$ cat src/rtl/ysyx_040066_irq_ctrl.sv
`default_nettype none
// ============================================================================
//  Module   : ysyx_040066_irq_ctrl
//  Brief    : Machine-mode trap/interrupt controller. Holds the M-mode trap
//             CSRs, takes CLINT timer interrupts (drain, then redirect) and
//             ecall/mret at commit, and redirects fetch.
//  Revision : 1.0  initial release
// ============================================================================
module ysyx_040066_irq_ctrl #(
    parameter logic [63:0] MTVEC_RESET = 64'h0000_0000_8000_0000
) (
    input  logic        clk,
    input  logic        rst_n,
    input  logic        intr,
    input  logic [11:0] csr_addr,
    input  logic        csr_wen,
    input  logic [63:0] csr_wdata,
    output logic [63:0] csr_rdata,
    output logic        csr_err,
    input  logic        commit_valid,
    input  logic [63:0] commit_pc,
    input  logic [63:0] commit_npc,
    input  logic        commit_ecall,
    input  logic        commit_mret,
    input  logic        pipe_empty,
    output logic        stall_fetch,
    output logic        redirect_valid,
    output logic [63:0] redirect_pc
);

    localparam logic [63:0] c_ALIGN_MASK  = ~64'd3;
    localparam logic [63:0] c_CAUSE_ECALL = 64'd11;
    localparam logic [63:0] c_CAUSE_MTI   = 64'h8000_0000_0000_0007;

    typedef enum logic [1:0] {
        S_IDLE  = 2'd0,
        S_DRAIN = 2'd1,
        S_REDIR = 2'd2
    } state_t;

    state_t      r_state;
    state_t      w_state_nxt;

    logic        r_mie;
    logic        r_mpie;
    logic        r_mtie;
    logic        r_mtip_q;
    logic [63:0] r_mtvec;
    logic [63:0] r_mscratch;
    logic [63:0] r_mepc;
    logic [63:0] r_mcause;
    logic [63:0] r_last_npc;
    logic [63:0] r_tgt;
    logic        r_csr_err;

    logic [63:0] w_tgt_nxt;
    logic        w_do_ecall;
    logic        w_do_mret;
    logic        w_do_irq;
    logic        w_take_irq;
    logic        w_csr_hit;
    logic [63:0] w_mstatus;

    assign w_take_irq = r_mtip_q & r_mie & r_mtie;
    // MPP is hardwired to M-mode; only MIE and MPIE are stored.
    assign w_mstatus  = {51'd0, 2'b11, 3'd0, r_mpie, 3'd0, r_mie, 3'd0};

    // Combinational CSR read mux; unimplemented addresses read zero.
    always_comb begin
        csr_rdata = 64'd0;
        w_csr_hit = 1'b1;
        case (csr_addr)
            12'h300: csr_rdata = w_mstatus;
            12'h304: csr_rdata = {56'd0, r_mtie, 7'd0};
            12'h344: csr_rdata = {56'd0, r_mtip_q, 7'd0};
            12'h305: csr_rdata = r_mtvec;
            12'h340: csr_rdata = r_mscratch;
            12'h341: csr_rdata = r_mepc;
            12'h342: csr_rdata = r_mcause;
            default: w_csr_hit = 1'b0;
        endcase
    end

    // Next-state and trap decision; a committing ecall/mret beats a pending interrupt.
    always_comb begin
        w_state_nxt = r_state;
        w_tgt_nxt   = r_tgt;
        w_do_ecall  = 1'b0;
        w_do_mret   = 1'b0;
        w_do_irq    = 1'b0;
        case (r_state)
            S_IDLE, S_DRAIN: begin
                w_do_ecall = commit_valid & commit_ecall;
                w_do_mret  = commit_valid & commit_mret & ~commit_ecall;
                if (w_do_ecall) begin
                    w_tgt_nxt   = r_mtvec;
                    w_state_nxt = S_REDIR;
                end else if (w_do_mret) begin
                    w_tgt_nxt   = r_mepc;
                    w_state_nxt = S_REDIR;
                end else if (r_state == S_IDLE) begin
                    if (w_take_irq) begin
                        w_state_nxt = S_DRAIN;
                    end
                end else if (pipe_empty && !commit_valid) begin
                    // Once draining, the interrupt is committed to regardless of CSR/intr changes.
                    w_do_irq    = 1'b1;
                    w_tgt_nxt   = r_mtvec;
                    w_state_nxt = S_REDIR;
                end
            end
            S_REDIR: w_state_nxt = S_IDLE;
            default: w_state_nxt = S_IDLE;
        endcase
    end

    // State and redirect target registers.
    always_ff @(posedge clk) begin
        if (!rst_n) begin
            r_state <= S_IDLE;
            r_tgt   <= 64'd0;
        end else begin
            r_state <= w_state_nxt;
            r_tgt   <= w_tgt_nxt;
        end
    end

    // CSR state: software writes first, trap side effects override the fields they touch.
    always_ff @(posedge clk) begin
        if (!rst_n) begin
            r_mie      <= 1'b0;
            r_mpie     <= 1'b0;
            r_mtie     <= 1'b0;
            r_mtip_q   <= 1'b0;
            r_mtvec    <= MTVEC_RESET & c_ALIGN_MASK;
            r_mscratch <= 64'd0;
            r_mepc     <= 64'd0;
            r_mcause   <= 64'd0;
            r_last_npc <= 64'd0;
            r_csr_err  <= 1'b0;
        end else begin
            r_mtip_q  <= intr;
            r_csr_err <= csr_wen & ~w_csr_hit;
            if (commit_valid) begin
                r_last_npc <= commit_npc;
            end
            if (csr_wen) begin
                case (csr_addr)
                    12'h300: begin
                        r_mie  <= csr_wdata[3];
                        r_mpie <= csr_wdata[7];
                    end
                    12'h304: r_mtie     <= csr_wdata[7];
                    12'h305: r_mtvec    <= csr_wdata & c_ALIGN_MASK;
                    12'h340: r_mscratch <= csr_wdata;
                    12'h341: r_mepc     <= csr_wdata & c_ALIGN_MASK;
                    12'h342: r_mcause   <= csr_wdata;
                    default: ;
                endcase
            end
            if (w_do_ecall) begin
                r_mepc   <= commit_pc & c_ALIGN_MASK;
                r_mcause <= c_CAUSE_ECALL;
                r_mpie   <= r_mie;
                r_mie    <= 1'b0;
            end else if (w_do_irq) begin
                r_mepc   <= r_last_npc & c_ALIGN_MASK;
                r_mcause <= c_CAUSE_MTI;
                r_mpie   <= r_mie;
                r_mie    <= 1'b0;
            end else if (w_do_mret) begin
                r_mie    <= r_mpie;
                r_mpie   <= 1'b1;
            end
        end
    end

    assign csr_err        = r_csr_err;
    assign stall_fetch    = (r_state == S_DRAIN);
    assign redirect_valid = (r_state == S_REDIR);
    assign redirect_pc    = r_tgt;

endmodule
`default_nettype wire

$ cat config.mk
export PLATFORM = sky130hd
export DESIGN_NAME = ysyx_040066_irq_ctrl
export DESIGN_NICKNAME = d
export VERILOG_FILES = /design/src/rtl/ysyx_040066_irq_ctrl.sv
export SDC_FILE = /design/constraint.sdc
export NUM_CORES = 1
export LEC_CHECK = 0
export CAP_MARGIN = 5
export CORE_UTILIZATION = 50
export DETAILED_ROUTE_END_ITERATION = 8
export DONT_BUFFER_PORTS = 1
export MAX_ROUTING_LAYER = met4
export PLACE_DENSITY = 0.74
export SETUP_SLACK_MARGIN = 0.02
export SLEW_MARGIN = 10
export SYNTH_ARGS = -nofsm -noshare
export SYNTH_HDL_FRONTEND = slang
export SYNTH_SLANG_ARGS = --single-unit
$ cat constraint.sdc
create_clock -name clk -period 2.7 [get_ports clk]
set_input_delay 0.405 -clock clk [delete_from_list [all_inputs] [get_ports clk]]
set_output_delay 0.405 -clock clk [all_outputs]
set_load 0.1 [all_outputs]
==> results of run 1 <==
-- through the flow --
step	instances	worst slack [ns]	hold WS (ns)
floorplan	2020	-0.0419	0.431
global placement	2421	0.275	0.437
detailed placement	2421	0.272	0.443
CTS	2554	0.270	0.0000294
global route	2556	0.183	0.00184
finish	2556	0.252	0.0140
-- worst max-delay path: stages --
cell and delay [ns]:
sky130_fd_sc_hd__nor4bb_1 0.29, sky130_fd_sc_hd__buf_4 0.24, sky130_fd_sc_hd__nand3_1 0.21, sky130_fd_sc_hd__nor2_4 0.22
sky130_fd_sc_hd__buf_12 0.25, sky130_fd_sc_hd__a22o_2 0.23, sky130_fd_sc_hd__buf_12 0.18
-- cell usage after synthesis, types with 2 or more instances --
| cell | count |
|---|---|
| sky130_fd_sc_hd__nand4_1 | 3 |
| sky130_fd_sc_hd__or3_1 | 3 |
| sky130_fd_sc_hd__o2bb2ai_1 | 4 |
| sky130_fd_sc_hd__buf_4 | 11 |
| sky130_fd_sc_hd__a31oi_1 | 2 |
| sky130_fd_sc_hd__a211oi_1 | 63 |
| sky130_fd_sc_hd__a221o_1 | 3 |
| sky130_fd_sc_hd__a21oi_1 | 192 |
| sky130_fd_sc_hd__buf_2 | 41 |
| sky130_fd_sc_hd__nor2_1 | 195 |
| sky130_fd_sc_hd__nand3b_1 | 3 |
| sky130_fd_sc_hd__o21ai_0 | 62 |
| sky130_fd_sc_hd__and3_1 | 2 |
| sky130_fd_sc_hd__buf_6 | 6 |
| sky130_fd_sc_hd__mux2_2 | 2 |
| sky130_fd_sc_hd__clkbuf_1 | 105 |
| sky130_fd_sc_hd__nor3_1 | 19 |
| sky130_fd_sc_hd__and4_1 | 2 |
| sky130_fd_sc_hd__inv_1 | 2 |
| sky130_fd_sc_hd__and2_1 | 4 |
| sky130_fd_sc_hd__nor4bb_1 | 3 |
| sky130_fd_sc_hd__nand3_1 | 8 |
| sky130_fd_sc_hd__nor4_1 | 2 |
| sky130_fd_sc_hd__a22o_1 | 120 |
| sky130_fd_sc_hd__nand2_1 | 434 |
| sky130_fd_sc_hd__dfxtp_1 | 383 |
| sky130_fd_sc_hd__nor2b_1 | 3 |
| sky130_fd_sc_hd__buf_1 | 14 |
| sky130_fd_sc_hd__mux2i_1 | 313 |
-- cells by family (layout without fill, tap and decap cells) --
logic type	Yosys count	after routing	synth area share, %
multiplexers	315	315	18.2
buffers and inverters	180	268	4.70
AO/OA/AOI/OAI	452	452	17.0
flip-flops	383	383	44.3
AND/OR/NAND/NOR	688	688	15.8
other	1	2	0.0217
-- layer usage --
metal,share of wire [%],vias up,global-route usage (%)
met2,47,785,50.1
li1,-,7137,-
met1,41,7455,38.0
met3,8.2,148,5.69
met4,3.7,0,12.7
met5,0,-,-
-- flip-flops by register name, summed over array words and instances, names as in the netlist --
name / flops
r_mcause: 64
r_mtip_q: 1
csr_err: 1
r_mscratch: 64
r_state: 2
r_mie: 1
r_mtvec: 62
r_last_npc: 62
redirect_pc: 62
r_mpie: 1
r_mepc: 62
r_mtie: 1
-- power by group through the flow --
stage	clock network [mW]	registers, mW	logic, mW
floorplan	0	6.53	0.691
global placement	0	6.36	1.01
detailed placement	0	6.37	1.03
CTS	5.80	6.25	1.11
global route	6.03	6.27	1.20
finish	5.74	6.25	1.12
-- final cells by class --
cell class	instances	area, sq um	area share, %
clock buffer	66	1250	5.91
clock inverter	11	133	0.626
inverter	3	16.3	0.0768
multi-input combinational	1457	9030	42.6
sequential	383	7670	36.2
tap	448	561	2.65
timing repair buffer	188	2520	11.9
-- repair_timing --
action                                 CTS  global route
gates resized for setup                  0             0
endpoints found under the hold margin   94             2
hold buffers                            56             2
-- worst paths after layout --
kind                                  to  cells past startpoint  slack [ns]
min reg2reg  r_mscratch[20]$_SDFFE_PN0P_                      2        0.45
max                        csr_rdata[33]                      7        0.25
min          r_mscratch[43]$_SDFFE_PN0P_                      2        0.01
max reg2reg      r_mepc[45]$_SDFFE_PN0P_                      4        0.49
==> impl_metrics.py, run 1 <==
metrics = {
    "synth": {
        "post_syn_area_sq_um": 17300,
        "yosys.area.top_type": "sky130_fd_sc_hd__dfxtp_1",
        "synth_top_area_share_pct": 44.3,
        "seq_area_frac_synth_pct": 44.3,
        "syn_avg_cell_area_sq_um": 8.58,
        "synth-seq-cells": 383,
        "synth.distinct_cells": 44,
        "synthArstFlopShare_pct": 0,
        "synth.top_cells.by_area": "sky130_fd_sc_hd__dfxtp_1 (44%), sky130_fd_sc_hd__mux2i_1 (18%), sky130_fd_sc_hd__nand2_1 (9.4%)",
        "dominantRegCellSynth": "sky130_fd_sc_hd__dfxtp_1",
        "yosysWarningCount": 0,
        "cell_count_after_synthesis": 2019,
        "synth-edff-count": 0,
    },
    "finish": {
        "insertedDiodeCount": 0,
        "final_util_pct": 62.7,
        "n_fill_cell": 2719,
        "post_route_cells_drive_above_1_share_pct": 13.1,
        "most_frequent_cells_in_the_layout": "sky130_fd_sc_hd__nand2_1 (433), sky130_fd_sc_hd__dfxtp_1 (383), sky130_fd_sc_hd__mux2i_1 (313)",
        "finalNetCount": 2287,
        "area.growth.synth_to_final_pct": 22.2,
        "leading_cell_type_in_the_layout_fill_and_taps_excluded": "sky130_fd_sc_hd__nand2_1",
        "design_area_sq_um": 21200,
    },
    "clock_network": {
        "clkLatencyLatePin_ns": 0.54,
        "cts_buffer_depth": 3,
        "post-cts-setup-buffer-count": 0,
        "clk_pin_slew_ns": 0.06,
        "clock-root-buffer": "sky130_fd_sc_hd__clkbuf_16",
        "clock_sink_count": 383,
        "clock_tree_from_tritoncts": "built",
        "cts.htree.levels": 2,
        "cts_buffers": 42,
    },
    "drt": {
        "post_drt_wl_per_cell_microns": 21.4,
        "via_count": 15500,
        "antenna_left": 0,
        "first_pass_iters": 5,
        "via_per_inst": 6.07,
        "drtIter0Drc": 1359,
        "total_wirelength_of_the_detailed_routed_design_microns": 54700,
        "drc": 0,
    },
    "place": {
        "port_buffers": 0,
        "routabilityCongestion": 0.856,
        "hpwlAfterDp_microns": 32600,
        "post_detailed_placement_cell_area_sq_um": 19200,
    },
    "pwr": {
        "power_frac_clock_pct": 43.8,
        "relative_contribution_of_sequential_cells_to_total_power_pct": 47.7,
        "switching_share_pct": 26.6,
        "power.net_switching_mw": 3.48,
        "cellInternalPower_mw": 9.63,
        "share_comb_of_total_power_pct": 8.6,
        "ir_drop_mv": 0.607,
        "power_density_nw_per_um2": 619,
        "total_leakage_power_nw": 8.05,
        "post_layout_total_power_mw": 13.1,
    },
    "setup_path": {
        "startpoint_type": "input port",
        "startpoint": "csr_addr[11]",
        "critical_path_arrival_ns": 2.04,
        "crit_required_ns": 2.30,
        "crit-reg2reg-launch": "r_state[0]$_SDFFE_PP0P_",
        "timing.critical_path.to_type": "primary output",
        "critical_path_class": "in2out",
        "timing.critical_path.fanout_max": 33,
    },
    "timing": {
        "slew-limit-headroom_pct": 30.9,
        "hold_violations": 0,
        "finalClockSkew_ns": 0.0151,
        "setup_violating_endpoint_count_in_the_final_report": 0,
        "fmaxAchievable_mhz": 408,
        "unrepaired_setup_endpoints_after_global_routing": "false",
        "fin_crit_sh_pct": 90.7,
        "period_needed_ns": 2.45,
        "final_report_max_slew_violation_count": 0,
        "timing.setup.tns_ns": 0,
        "timing_worst_slew_pin_value_ns": 1.04,
    },
    "grt": {
        "global_route_wire_length_before_repair_microns": 84900,
        "globalRouteTotalUtil_pct": 31.0,
        "grt_max_degree": 134,
        "grt_overflow_total": 0,
        "grt_pass1_vias": 15300,
        "number_of_antenna_violations_at_the_first_check_in_global_routing": 0,
    },
    "run": {
        "drv.max_cap_violation_count": 0,
    },
    "die": {
        "die_height_microns": 188,
        "floorplan.die_area_sq_um": 35400,
        "io_pins": 343,
        "placementRows": 67,
        "chipWidth_microns": 188,
        "floorplan.initialDensity_pct": 51.3,
        "floorplan.core_area_sq_um": 33800,
    },
    "status": {
        "status": "completed",
    },
    "hold_path": {
        "min-delay-path-class": "in2reg",
        "timing.hold.worst.start": "csr_wdata[43]",
    },
}
Note: power is estimated with default switching activity, not from simulation.
==> run 2: changes to the inputs <==
- CELL_PAD_IN_SITES_DETAIL_PLACEMENT: unset -> 0
- CELL_PAD_IN_SITES_GLOBAL_PLACEMENT: unset -> 1
- CORE_UTILIZATION: 50 -> 47
- PLACE_DENSITY: 0.74 -> 0.88
- SETUP_SLACK_MARGIN: 0.02 -> 0.5
==> run 2 against run 1 <==
Clock power is 6.8% higher. Sequential share of layout area is 1.5 points lower. Critical path depth stayed put. Largest cell class unchanged. Highest routed layer unchanged.
==> impl_metrics.py, run 2 (same netlist as run 1, synthesis figures left out) <==
metrics = {
    "setup_path": {
        "worstSetupEndpoint": "csr_rdata[3]",
        "critical_path_class": "in2out",
        "startpoint_type": "input port",
        "crit_required_ns": 2.30,
        "crit-reg2reg-launch": "r_state[0]$_SDFFE_PP0P_",
        "worst_reg_to_reg_setup_slack_ns": 0.61,
        "cp.buffers_inverters": 3,
        "critical-path-max-stage-delay_ns": 0.43,
        "timing.critical_path.slowest_stage_cell": "sky130_fd_sc_hd__or3b_4",
        "startpoint": "csr_addr[7]",
        "critical_path.reg2reg.endpoint": "r_mepc[24]$_SDFFE_PN0P_",
        "critical_path_cell_count": 7,
        "timing.critical_path.fanout_max": 13,
        "path_cells": "nor3_4 > or3b_4 > nor2_4 > buf_6 > buf_16 > a221o_4 > buf_12",
        "r2r.worst_path.cells": 4,
        "timing.critical_path.max_delay_family": "simple AND/OR/NAND/NOR gates",
        "critical_path_arrival_ns": 1.98,
        "timing.critical_path.to_type": "primary output",
    },
    "finish": {
        "post_route_cells_drive_above_1_share_pct": 13.2,
        "top_regs": "r_mcause x64, r_mscratch x64",
        "area.growth.synth_to_final_pct": 27.6,
        "finalNetCount": 2317,
        "n_fill_cell": 2978,
        "most_frequent_cells_in_the_layout": "sky130_fd_sc_hd__nand2_1 (432), sky130_fd_sc_hd__dfxtp_1 (381), sky130_fd_sc_hd__mux2i_1 (312)",
        "leading_cell_type_in_the_layout_fill_and_taps_excluded": "sky130_fd_sc_hd__nand2_1",
        "design_area_sq_um": 22100,
        "insertedDiodeCount": 0,
    },
    "drt": {
        "antenna_left": 0,
        "drc": 0,
        "drtIter0Drc": 1241,
        "post_drt_wl_per_cell_microns": 22.8,
        "via_count": 15400,
        "total_wirelength_of_the_detailed_routed_design_microns": 59200,
        "via_per_inst": 5.94,
        "first_pass_iters": 7,
    },
    "die": {
        "floorplan.core_area_sq_um": 35900,
        "io_pins": 343,
        "chipWidth_microns": 194,
        "floorplan.die_area_sq_um": 37600,
        "die_height_microns": 194,
        "floorplan.initialDensity_pct": 48.2,
        "placementRows": 69,
    },
    "timing": {
        "unrepaired_setup_endpoints_after_global_routing": "true",
        "slew-limit-headroom_pct": 31.3,
        "fmaxAchievable_mhz": 419,
        "hold_ws_ns": 0.0177,
        "timing_worst_slew_pin_value_ns": 1.03,
        "timing.setup.tns_ns": 0,
        "fin_crit_sh_pct": 88.3,
        "final_report_max_slew_violation_count": 0,
        "setup_violating_endpoint_count_in_the_final_report": 0,
        "period_needed_ns": 2.38,
        "finalClockSkew_ns": 0.0150,
        "hold_violations": 0,
    },
    "clock_network": {
        "clock-root-buffer": "sky130_fd_sc_hd__clkbuf_16",
        "clock_tree_from_tritoncts": "built",
        "cts.htree.levels": 2,
        "clkLatencyLatePin_ns": 0.54,
        "cts_buffers": 42,
        "clock_sink_count": 383,
        "clk_pin_slew_ns": 0.05,
        "cts_buffer_depth": 3,
    },
    "grt": {
        "grt_pass1_vias": 15100,
        "grt_overflow_total": 0,
        "grt_max_degree": 153,
        "globalRouteTotalUtil_pct": 30.1,
        "global_route_wire_length_before_repair_microns": 87000,
        "number_of_antenna_violations_at_the_first_check_in_global_routing": 0,
    },
    "run": {
        "drv.max_cap_violation_count": 0,
    },
    "place": {
        "hpwlAfterDp_microns": 32700,
        "post_detailed_placement_cell_area_sq_um": 18900,
        "routabilityCongestion": 0.833,
        "port_buffers": 0,
    },
    "status": {
        "status": "completed",
    },
    "pwr": {
        "power_density_nw_per_um2": 615,
        "post_layout_total_power_mw": 13.6,
        "ir_drop_mv": 0.495,
        "total_leakage_power_nw": 8.62,
    },
    "hold_path": {
        "whs_path_depth": 2,
        "min-delay-path-class": "in2reg",
    },
}
## run 2: cell count changes in the layout (fill, tap and decap cells not counted), moves of 3 or more
| cell | delta |
|---|---|
| sky130_fd_sc_hd__dlygate4sd3_1 | +34 |
| sky130_fd_sc_hd__a22o_4 | +50 |
| sky130_fd_sc_hd__clkbuf_16 | +12 |
| sky130_fd_sc_hd__a22o_2 | -50 |
| sky130_fd_sc_hd__buf_12 | -24 |
| sky130_fd_sc_hd__bufinv_16 | +3 |
| sky130_fd_sc_hd__buf_16 | +7 |
| sky130_fd_sc_hd__buf_6 | +6 |
| sky130_fd_sc_hd__buf_4 | -4 |
## run 2: per-layer routing
layer	vias up	wire length, microns	GRT usage, %	part of all wire (%)
li1	7191	-	-	-
met1	7390	24800	37.3	42
met2	747	28100	49.5	48
met3	115	4670	5.32	7.9
met4	0	1520	9.70	2.6
met5	-	0	-	0
## run 2: cell type report
| cell class | instances | area [sq um] | area share, % |
|---|---|---|---|
| Sequential cell | 383 | 7670 | 34.7 |
| Clock inverter | 7 | 163 | 0.736 |
| Multi-Input combinational cell | 1458 | 9530 | 43.1 |
| Tap cell | 461 | 577 | 2.61 |
| Clock buffer | 69 | 1310 | 5.91 |
| Timing Repair Buffer | 217 | 2850 | 12.9 |
| Inverter | 3 | 16.3 | 0.0736 |
## run 2: report_power, final
group          leakage [nW]  internal [mW]  switching (mW)
sequential             3.12           5.84           0.469
combinational          4.79          0.442           0.708
clock                 0.712           3.77            2.36
total                  8.62           10.1            3.54
## run 2: metrics by stage
| stage | utilization (%) | worst slack (ns) | std cells |
|---|---|---|---|
| finish | 61.6 | 0.316 | 2598 |
| global placement | 52.6 | 0.232 | 2396 |
| floorplan | - | 0.292 | 2020 |
| global route | 61.6 | 0.316 | 2598 |
| CTS | 60.3 | 0.399 | 2584 |
| detailed placement | 52.6 | 0.212 | 2396 |
## run 2: worst min-delay path by stage
stage	endpoint	from	slack [ns]
after floorplan	r_mscratch[0]$_SDFFE_PN0P_	r_mscratch[0]$_SDFFE_PN0P_	0.43
after global placement	r_mscratch[41]$_SDFFE_PN0P_	r_mscratch[41]$_SDFFE_PN0P_	0.44
after detailed placement	r_mscratch[16]$_SDFFE_PN0P_	r_mscratch[16]$_SDFFE_PN0P_	0.44
after CTS	r_last_npc[40]$_SDFFE_PN0P_	commit_npc[40]	0.0007
after global routing	r_last_npc[27]$_SDFFE_PN0P_	commit_npc[27]	0.002
final	r_last_npc[8]$_SDFFE_PN0P_	commit_npc[8]	0.02
## run 2: repair_timing
| action | CTS | global route |
|---|---|---|
| cloned | 6 | 12 |
| pin swaps | 26 | 25 |
| resized for setup | 25 | 29 |
| buffers inserted | 14 | 2 |
| endpoints found under the setup margin | 116 | 124 |
| hold buffers | 92 | 0 |
| hold endpoints to repair | 201 | 0 |
